File: config.mk
export PLATFORM = sky130hd
export DESIGN_NAME = lcd_time_writer
export DESIGN_NICKNAME = d
export VERILOG_FILES = /design/src/rtl/lcd_time_writer.sv
export SDC_FILE = /design/constraint.sdc
export NUM_CORES = 1
export LEC_CHECK = 0
export CAP_MARGIN = 0
export CORE_UTILIZATION = 60
export CTS_CLUSTER_DIAMETER = 80
export DETAILED_ROUTE_END_ITERATION = 8
export DONT_BUFFER_PORTS = 1
export GPL_TIMING_DRIVEN = 0
export MAX_ROUTING_LAYER = met4
export PLACE_DENSITY = 0.73
export SYNTH_ARGS = -nofsm -noshare
export SYNTH_HDL_FRONTEND = slang
export SYNTH_SLANG_ARGS = --single-unit
File: constraint.sdc
create_clock -name clk -period 7.07 [get_ports clk]
set_clock_uncertainty 0.15 [all_clocks]
set_input_delay 1.414 -clock clk [delete_from_list [all_inputs] [get_ports clk]]
set_output_delay 1.414 -clock clk [all_outputs]
set_load 0.01 [all_outputs]
File: src/rtl/lcd_time_writer.sv
// Writes the "MM:SS" time onto line 1 of an HD44780-style 16x2 LCD over its 8-bit write-only bus.
// Runs the controller init sequence after power-up, then rewrites columns 0-4 whenever the time changes.
module lcd_time_writer #(
    parameter int E_PULSE_CYCLES      = 16,
    parameter int CMD_WAIT_CYCLES     = 2500,
    parameter int CLEAR_WAIT_CYCLES   = 100000,
    parameter int POWERUP_WAIT_CYCLES = 1000000
) (
    input  logic       clk,
    input  logic       rst,
    input  logic [7:0] char1,
    input  logic [7:0] char2,
    input  logic [7:0] char3,
    input  logic [7:0] char4,
    input  logic [7:0] char5,
    output logic [7:0] lcd_data,
    output logic       lcd_rs,
    output logic       lcd_rw,
    output logic       lcd_en,
    output logic       lcd_on,
    output logic       busy
);

    localparam int MAX_A = (CMD_WAIT_CYCLES > CLEAR_WAIT_CYCLES) ? CMD_WAIT_CYCLES : CLEAR_WAIT_CYCLES;
    localparam int MAX_B = (E_PULSE_CYCLES > POWERUP_WAIT_CYCLES) ? E_PULSE_CYCLES : POWERUP_WAIT_CYCLES;
    localparam int MAX_WAIT = (MAX_A > MAX_B) ? MAX_A : MAX_B;
    localparam int CW = (MAX_WAIT > 1) ? $clog2(MAX_WAIT + 1) : 1;

    localparam logic [CW-1:0] PULSE_LOAD = CW'(E_PULSE_CYCLES - 1);
    localparam logic [CW-1:0] CMD_LOAD   = CW'(CMD_WAIT_CYCLES - 1);
    localparam logic [CW-1:0] CLEAR_LOAD = CW'(CLEAR_WAIT_CYCLES - 1);
    localparam logic [CW-1:0] PWR_LAST   = CW'(POWERUP_WAIT_CYCLES - 1);

    typedef enum logic [2:0] {
        ST_POWERUP,
        ST_INIT,
        ST_IDLE,
        ST_ADDR,
        ST_DATA
    } state_t;

    typedef enum logic [1:0] {
        PH_SETUP,
        PH_PULSE,
        PH_HOLD
    } phase_t;

    state_t        state;
    phase_t        phase;
    logic [CW-1:0] wait_cnt;
    logic [2:0]    idx;
    logic          first_frame;
    logic [39:0]   shadow;
    logic [39:0]   frame_in;

    assign frame_in = {char1, char2, char3, char4, char5};
    assign lcd_rw   = 1'b0;

    function automatic logic [7:0] init_cmd(input logic [2:0] i);
        case (i)
            3'd0:    return 8'h38;
            3'd1:    return 8'h0C;
            3'd2:    return 8'h01;
            default: return 8'h06;
        endcase
    endfunction

    function automatic logic [7:0] shadow_byte(input logic [39:0] s, input logic [2:0] i);
        case (i)
            3'd0:    return s[39:32];
            3'd1:    return s[31:24];
            3'd2:    return s[23:16];
            3'd3:    return s[15:8];
            default: return s[7:0];
        endcase
    endfunction

    always_ff @(posedge clk or posedge rst) begin
        if (rst) begin
            state       <= ST_POWERUP;
            phase       <= PH_SETUP;
            wait_cnt    <= '0;
            idx         <= '0;
            first_frame <= 1'b1;
            shadow      <= '0;
            lcd_data    <= 8'h00;
            lcd_rs      <= 1'b0;
            lcd_en      <= 1'b0;
            lcd_on      <= 1'b0;
            busy        <= 1'b1;
        end else begin
            lcd_on <= 1'b1;
            case (state)
                ST_POWERUP: begin
                    if (wait_cnt == PWR_LAST) begin
                        state    <= ST_INIT;
                        phase    <= PH_SETUP;
                        idx      <= '0;
                        wait_cnt <= '0;
                        lcd_data <= init_cmd(3'd0);
                        lcd_rs   <= 1'b0;
                    end else begin
                        wait_cnt <= wait_cnt + CW'(1);
                    end
                end
                ST_IDLE: begin
                    // Inputs are sampled only here, so a frame is never torn by a mid-frame change.
                    if (frame_in != shadow || first_frame) begin
                        shadow      <= frame_in;
                        first_frame <= 1'b0;
                        busy        <= 1'b1;
                        state       <= ST_ADDR;
                        phase       <= PH_SETUP;
                        lcd_data    <= 8'h80;
                        lcd_rs      <= 1'b0;
                    end
                end
                default: begin
                    case (phase)
                        PH_SETUP: begin
                            lcd_en   <= 1'b1;
                            phase    <= PH_PULSE;
                            wait_cnt <= PULSE_LOAD;
                        end
                        PH_PULSE: begin
                            if (wait_cnt == '0) begin
                                lcd_en   <= 1'b0;
                                phase    <= PH_HOLD;
                                // Clear-display needs the long settle time; everything else is short.
                                wait_cnt <= (!lcd_rs && lcd_data == 8'h01) ? CLEAR_LOAD : CMD_LOAD;
                            end else begin
                                wait_cnt <= wait_cnt - CW'(1);
                            end
                        end
                        PH_HOLD: begin
                            if (wait_cnt != '0) begin
                                wait_cnt <= wait_cnt - CW'(1);
                            end else begin
                                phase <= PH_SETUP;
                                case (state)
                                    ST_INIT: begin
                                        if (idx == 3'd3) begin
                                            state <= ST_IDLE;
                                            busy  <= 1'b0;
                                        end else begin
                                            idx      <= idx + 3'd1;
                                            lcd_data <= init_cmd(idx + 3'd1);
                                        end
                                    end
                                    ST_ADDR: begin
                                        state    <= ST_DATA;
                                        idx      <= '0;
                                        lcd_rs   <= 1'b1;
                                        lcd_data <= shadow_byte(shadow, 3'd0);
                                    end
                                    default: begin
                                        if (idx == 3'd4) begin
                                            state <= ST_IDLE;
                                            busy  <= 1'b0;
                                        end else begin
                                            idx      <= idx + 3'd1;
                                            lcd_data <= shadow_byte(shadow, idx + 3'd1);
                                        end
                                    end
                                endcase
                            end
                        end
                        default: phase <= PH_SETUP;
                    endcase
                end
            endcase
        end
    end

endmodule

**Word level (Yosys, flattened, before mapping)**

Cells that the tools add are included.

- $add $sub $neg: 3
- Equality and inequality tests: 29
- Muxes and demuxes: 52
- Bitwise operators: 3
- Reductions and logical operators: 26

Operators by type and width:

| kind | count |
|---|---|
| $mux W20 | 3 |
| $pmux W20 S3 | 1 |
| $mux W8 | 6 |
| $ne A40 B40 Y1 | 1 |
| $pmux W20 S2 | 1 |
| $mux W3 | 11 |
| $pmux W8 S2 | 2 |
| $pmux W8 S4 | 1 |
| $pmux W3 S2 | 4 |
| $add A20 B1 Y20 const B | 1 |
| $eq A20 B20 Y1 const B | 1 |
| $logic_not A20 Y1 | 1 |
| $reduce_bool A20 Y1 | 1 |
| $sub A20 B1 Y20 const B | 1 |
| $pmux W6 S3 | 1 |
| $reduce_and A6 Y1 | 3 |
| $mux W17 | 1 |
| $eq A3 B2 Y1 const B | 5 |
| $ne A4 B2 Y1 const B | 3 |
| $mux W1 | 11 |
| $ne A3 B2 Y1 const B | 3 |
| $reduce_bool A3 Y1 | 3 |
| $eq A8 B1 Y1 const B | 1 |
| $mux W2 | 4 |
| other kinds (29) | 43 |

- Bits in registers: 81
- Output and inout port bits: 13
- Word-level logic and storage cells: 124

**Depth between registers and ports, before layout**

- Word-level depth: 8
- Gate-level depth with buffers: 9
- Mapped depth without buffers: 8

**Worst setup path after synthesis**

Ideal clock, no wire load.

- Path type: input -> register
- Start: input port char1[5]
- End: register shadow[10]
- Data arrival time: 3.450 ns
- Setup slack: 3.345 ns
- Stages on the path: 8
- Buffers on the path: 2
- Cells stage by stage: xor2_1 nor4_1 nand4_1 nor4_1 a21boi_0 clkbuf_1 clkbuf_1 mux2_2

- Cells in the longest elaborated chain, start to end: 3

Ends and longest elaborated chain:

| element | RTL line | source |
|---|---|---|
| start, declared | 11 | `input logic [7:0] char1,` |
| $ne A40 B40 Y1 | 108 | `if (frame_in != shadow \|\| first_frame) begin` |
| $logic_or A1 B1 Y1 | 108 |  |
| $reduce_and A2 Y1 (no line) | n/a |  |
| end signal, assigned | 109 | `shadow <= frame_in;` |
| end, declared | 53 | `logic [39:0] shadow;` |

Every way passes these cells.
A chain may end at the register's enable or synchronous reset.

**Worst setup path in the final report**

Ends and elaborated chain as after synthesis.

==> reports/results.tsv <==
stage	metric	value	unit
grt	largest net degree at the start of global routing	49	
grt	GRT overflow	0	
clocking	Clock Root Buffer	clkbuf_8	
grt	initial antenna violation count	0	
route	DRT Wirelength	14700	um
clocking	Sink Count	81	
pwr	Power Density	153	mW/mm^2
clocking	CTS Buf Count	9	
floorplanning	Die X	97.1	um
cells_and_area	Antenna Cells	0	
clocking	Hold Buf Count CTS	0	
grt	first-pass GRT wire length	24200	um
grt	GRT Total Usage	33.7	%
cells_and_area	fin util	66.9	%
floorplanning	# rows	34	
route	1st-pass router iterations	5	
route	1st-iter DRT viols	301	
floorplanning	Ports	55	
cells_and_area	Non-Filler Instances	716	
timing	Highest Clock Rate	227	MHz
placed_design	RePlAce Congestion	0.969	
outcome	outcome	finished clean	
min_path	HP Class	flip-flop to flip-flop	
logic_synthesis	Synth area leaders	dfrtp_1 (36%), mux2_2 (9.7%), xnor2_1 (4.4%)	
placed_design	Placed Instances	700	
logic_synthesis	Mapped Nets	647	
worst_setup_path	crit end category	flip-flop	
worst_setup_path	CP Launch Type	input pin	
pwr	Pleak	0.00251	uW
clocking	number of gates resized after CTS	0	
cells_and_area	FILL cells	724	
pwr	clock network power share	45.6	%
logic_synthesis	Synth Cell Area	0.00543	mm^2
worst_setup_path	Crit path largest cell delay	980	ps
logic_synthesis	Netlist cell types	64	
logic_synthesis	adder-cell area share of the yosys netlist	3.23	%
timing	Hold Vio Cnt, Final	0	
floorplanning	starting density of the core	62.3	%
timing	Final Critical Period	4400	ps
pwr	Sw Ratio	22.5	%
logic_synthesis	syn_area_per_cell	9.19	um^2
placed_design	port buffer count	0	
clocking	Clock Latency Late Sink	360	ps
clocking	TritonCTS clock tree	yes	
floorplanning	die area	0.00943	mm^2
logic_synthesis	top-count cell post-synth	dfrtp_1	
clocking	Max clock buf depth	2	
logic_synthesis	top post-synthesis cells by count	dfrtp_1 (79), mux2_2 (47), o21ai_0 (43)	
logic_synthesis	area share of xor/xnor cells in the synthesized design	8.07	%
logic_synthesis	Synth area leader	dfrtp_1	
timing	RSZ-0062 raised after global routing	no	
worst_setup_path	Worst EP required	7160	ps
worst_setup_path	delay-heaviest family, CP	simple AND/OR/NAND/NOR gates	
pwr	Logic pwr share	2.5	%
cells_and_area	layout cells sized above 1	13.8	%
pwr	peak supply drop	113	uV
timing	Slew Limit Fails	0	
logic_synthesis	Syn. warnings	0	
worst_setup_path	critical path, cell by cell	xor2_1 -> nor4_1 -> nand4_1 -> nor4_1 -> a21boi_0 -> clkbuf_1 -> clkbuf_1 -> mux2_2	
timing	Worst Tran Pin Value	1120	ps
logic_synthesis	multiplexer area fraction after synthesis	10.7	%
pwr	P_sw	201	uW
timing	Worst slew margin	24.6	%
worst_setup_path	WP buf/inv	2	
worst_setup_path	crit path max fanout	10	
route	DR WL/cell	20.5	um
floorplanning	die height	97.1	um
worst_setup_path	Crit Path Category	input pin to flip-flop	
logic_synthesis	Post-Synthesis Cells	591	
route	ANT nets after route	0	
flow_run	maxcap violations	0	
clocking	Clock H-tree levels	3	
cells_and_area	Final #Nets	659	
logic_synthesis	Synth top area share	36.4	%
clocking	post-CTS setup buffer count	0	
route	detailed-route via count	4723	
placed_design	Setup WS pre-CTS	2330	ps
pwr	Internal	693	uW
worst_setup_path	slowest stage cell, crit path	nor4_1	
route	drt via density	6.60	
pwr	Reg power frac	51.8	%
placed_design	Post-DP HPWL	11000	um
logic_synthesis	Async SR Flop Fraction	100	%
timing	Final TNS setup	0	ps
cells_and_area	Synth-to-Final Area Change	7.42	%
clocking	Reg clk slew, reported paths	80	ps
logic_synthesis	Synth Register Bits	81	
route	# DRC	0	
worst_setup_path	data arrival time of the critical path	4500	ps
logic_synthesis	area fraction in compound gates after synthesis	18.4	%
pwr	total power	894	uW
timing	Final WS setup	2670	ps
timing	fin crit share	62.3	%
timing	# setup viols final	0	
logic_synthesis	largest family of logic cells by synthesized area	compound AO/OA/AOI/OAI gates	
floorplanning	Core Area	0.00872	mm^2
logic_synthesis	EDFF count, synth	0	
logic_synthesis	Synth Area in Simple Gates	17.8	%
logic_synthesis	post-synthesis sequential area ratio	37.4	%
logic_synthesis	dominant synthesized flop cell	dfrtp_1	
grt	vias in the first global route	4891	
metal layers:
| metal | part of all wire [%] | vias to the layer above | GRT usage [%] |
|---|---|---|---|
| met2 | 51 | 184 | 57.6 |
| li1 | - | 2201 | - |
| met4 | 4.7 | 0 | 19.5 |
| met5 | 0 | - | - |
| met1 | 38 | 2284 | 37.8 |
| met3 | 5.6 | 54 | 4.60 |
metrics by stage:
step	instance area (um^2)	hold WS, ps
after global placement	5560	324
after global routing	5830	362
after CTS	5830	357
after floorplan	5430	315
after detailed placement	5590	345
final	5830	358
kinds of logic (layout without fill, tap and decap cells):
| family | Yosys count | in the layout |
|---|---|---|
| flip-flops | 81 | 81 |
| AO/OA/AOI/OAI | 149 | 149 |
| XOR/XNOR | 50 | 50 |
| other | 2 | 2 |
| multiplexers | 52 | 52 |
| adder cells (fa/ha/maj) | 14 | 14 |
| buffers and inverters | 58 | 75 |
| AND/OR/NAND/NOR | 185 | 185 |
area by class of cell:
class | instances | area (um^2) | share of cell area (%)
tap | 108 | 135 | 2.32
multi-input combinational | 452 | 3160 | 54.3
buffer | 39 | 164 | 2.81
clock inverter | 5 | 86.3 | 1.48
inverter | 19 | 73.8 | 1.27
sequential | 81 | 2030 | 34.8
timing repair buffer | 1 | 27.5 | 0.472
clock buffer | 11 | 151 | 2.60
path summary, 6_finish.rpt:
check / startpoint / to / slack [ps] / depth (start not counted)
setup / recovery: char1[5] / shadow[10] / 2670 / 8
hold / removal: first_frame / first_frame / 360 / 1
setup reg to reg: shadow[37] / shadow[10] / 3220 / 8
hold reg to reg: first_frame / first_frame / 360 / 1
max in group asynchronous: rst / first_frame / 5350 / 2
min in group asynchronous: rst / wait_cnt[5] / 770 / 1
sequential cells by signal, indices dropped and copies added (netlist names):
| register | count |
|---|---|
| busy | 1 |
| first_frame | 1 |
| idx | 3 |
| lcd_data | 8 |
| lcd_en | 1 |
| lcd_on | 1 |
| lcd_rs | 1 |
| phase | 2 |
| shadow | 40 |
| state | 3 |
| wait_cnt | 20 |
power by group through the flow:
stage                     sequential, uW  clock (uW)  combinational, uW
after floorplan                      473           0               17.1
after global placement               473           0               21.0
after detailed placement             473           0               23.2
after CTS                            463         412               23.4
after global routing                 464         428               26.1
final                                463         408               22.6
cells in the final DEF, fill, tap and decap left out, types with 3 or more instances in the layout:
cell type,synthesis,routed
nand2_1,37,37
mux2i_1,5,5
nor3_1,13,13
o31a_1,3,3
or3_1,12,12
nor3b_1,5,5
nand3_1,17,17
or4_1,5,5
a21oi_1,34,34
ha_1,14,14
clkbuf_1,30,30
mux2_2,47,47
a222oi_1,8,8
o211ai_1,4,4
nand2b_1,6,6
a211oi_1,4,4
dfrtp_1,79,79
nor2_1,41,41
a31oi_1,10,10
xnor2_1,27,27
o21ai_0,43,43
clkbuf_8,0,11
nor4_1,17,17
buf_2,5,5
o21bai_1,3,3
xor2_1,23,23
nor2b_1,3,3
or2_2,3,3
and3_1,7,7
nand4_1,12,12
o2111ai_1,4,4
o21a_1,4,4
inv_1,19,18
Note: power is estimated with default switching activity, not from simulation.
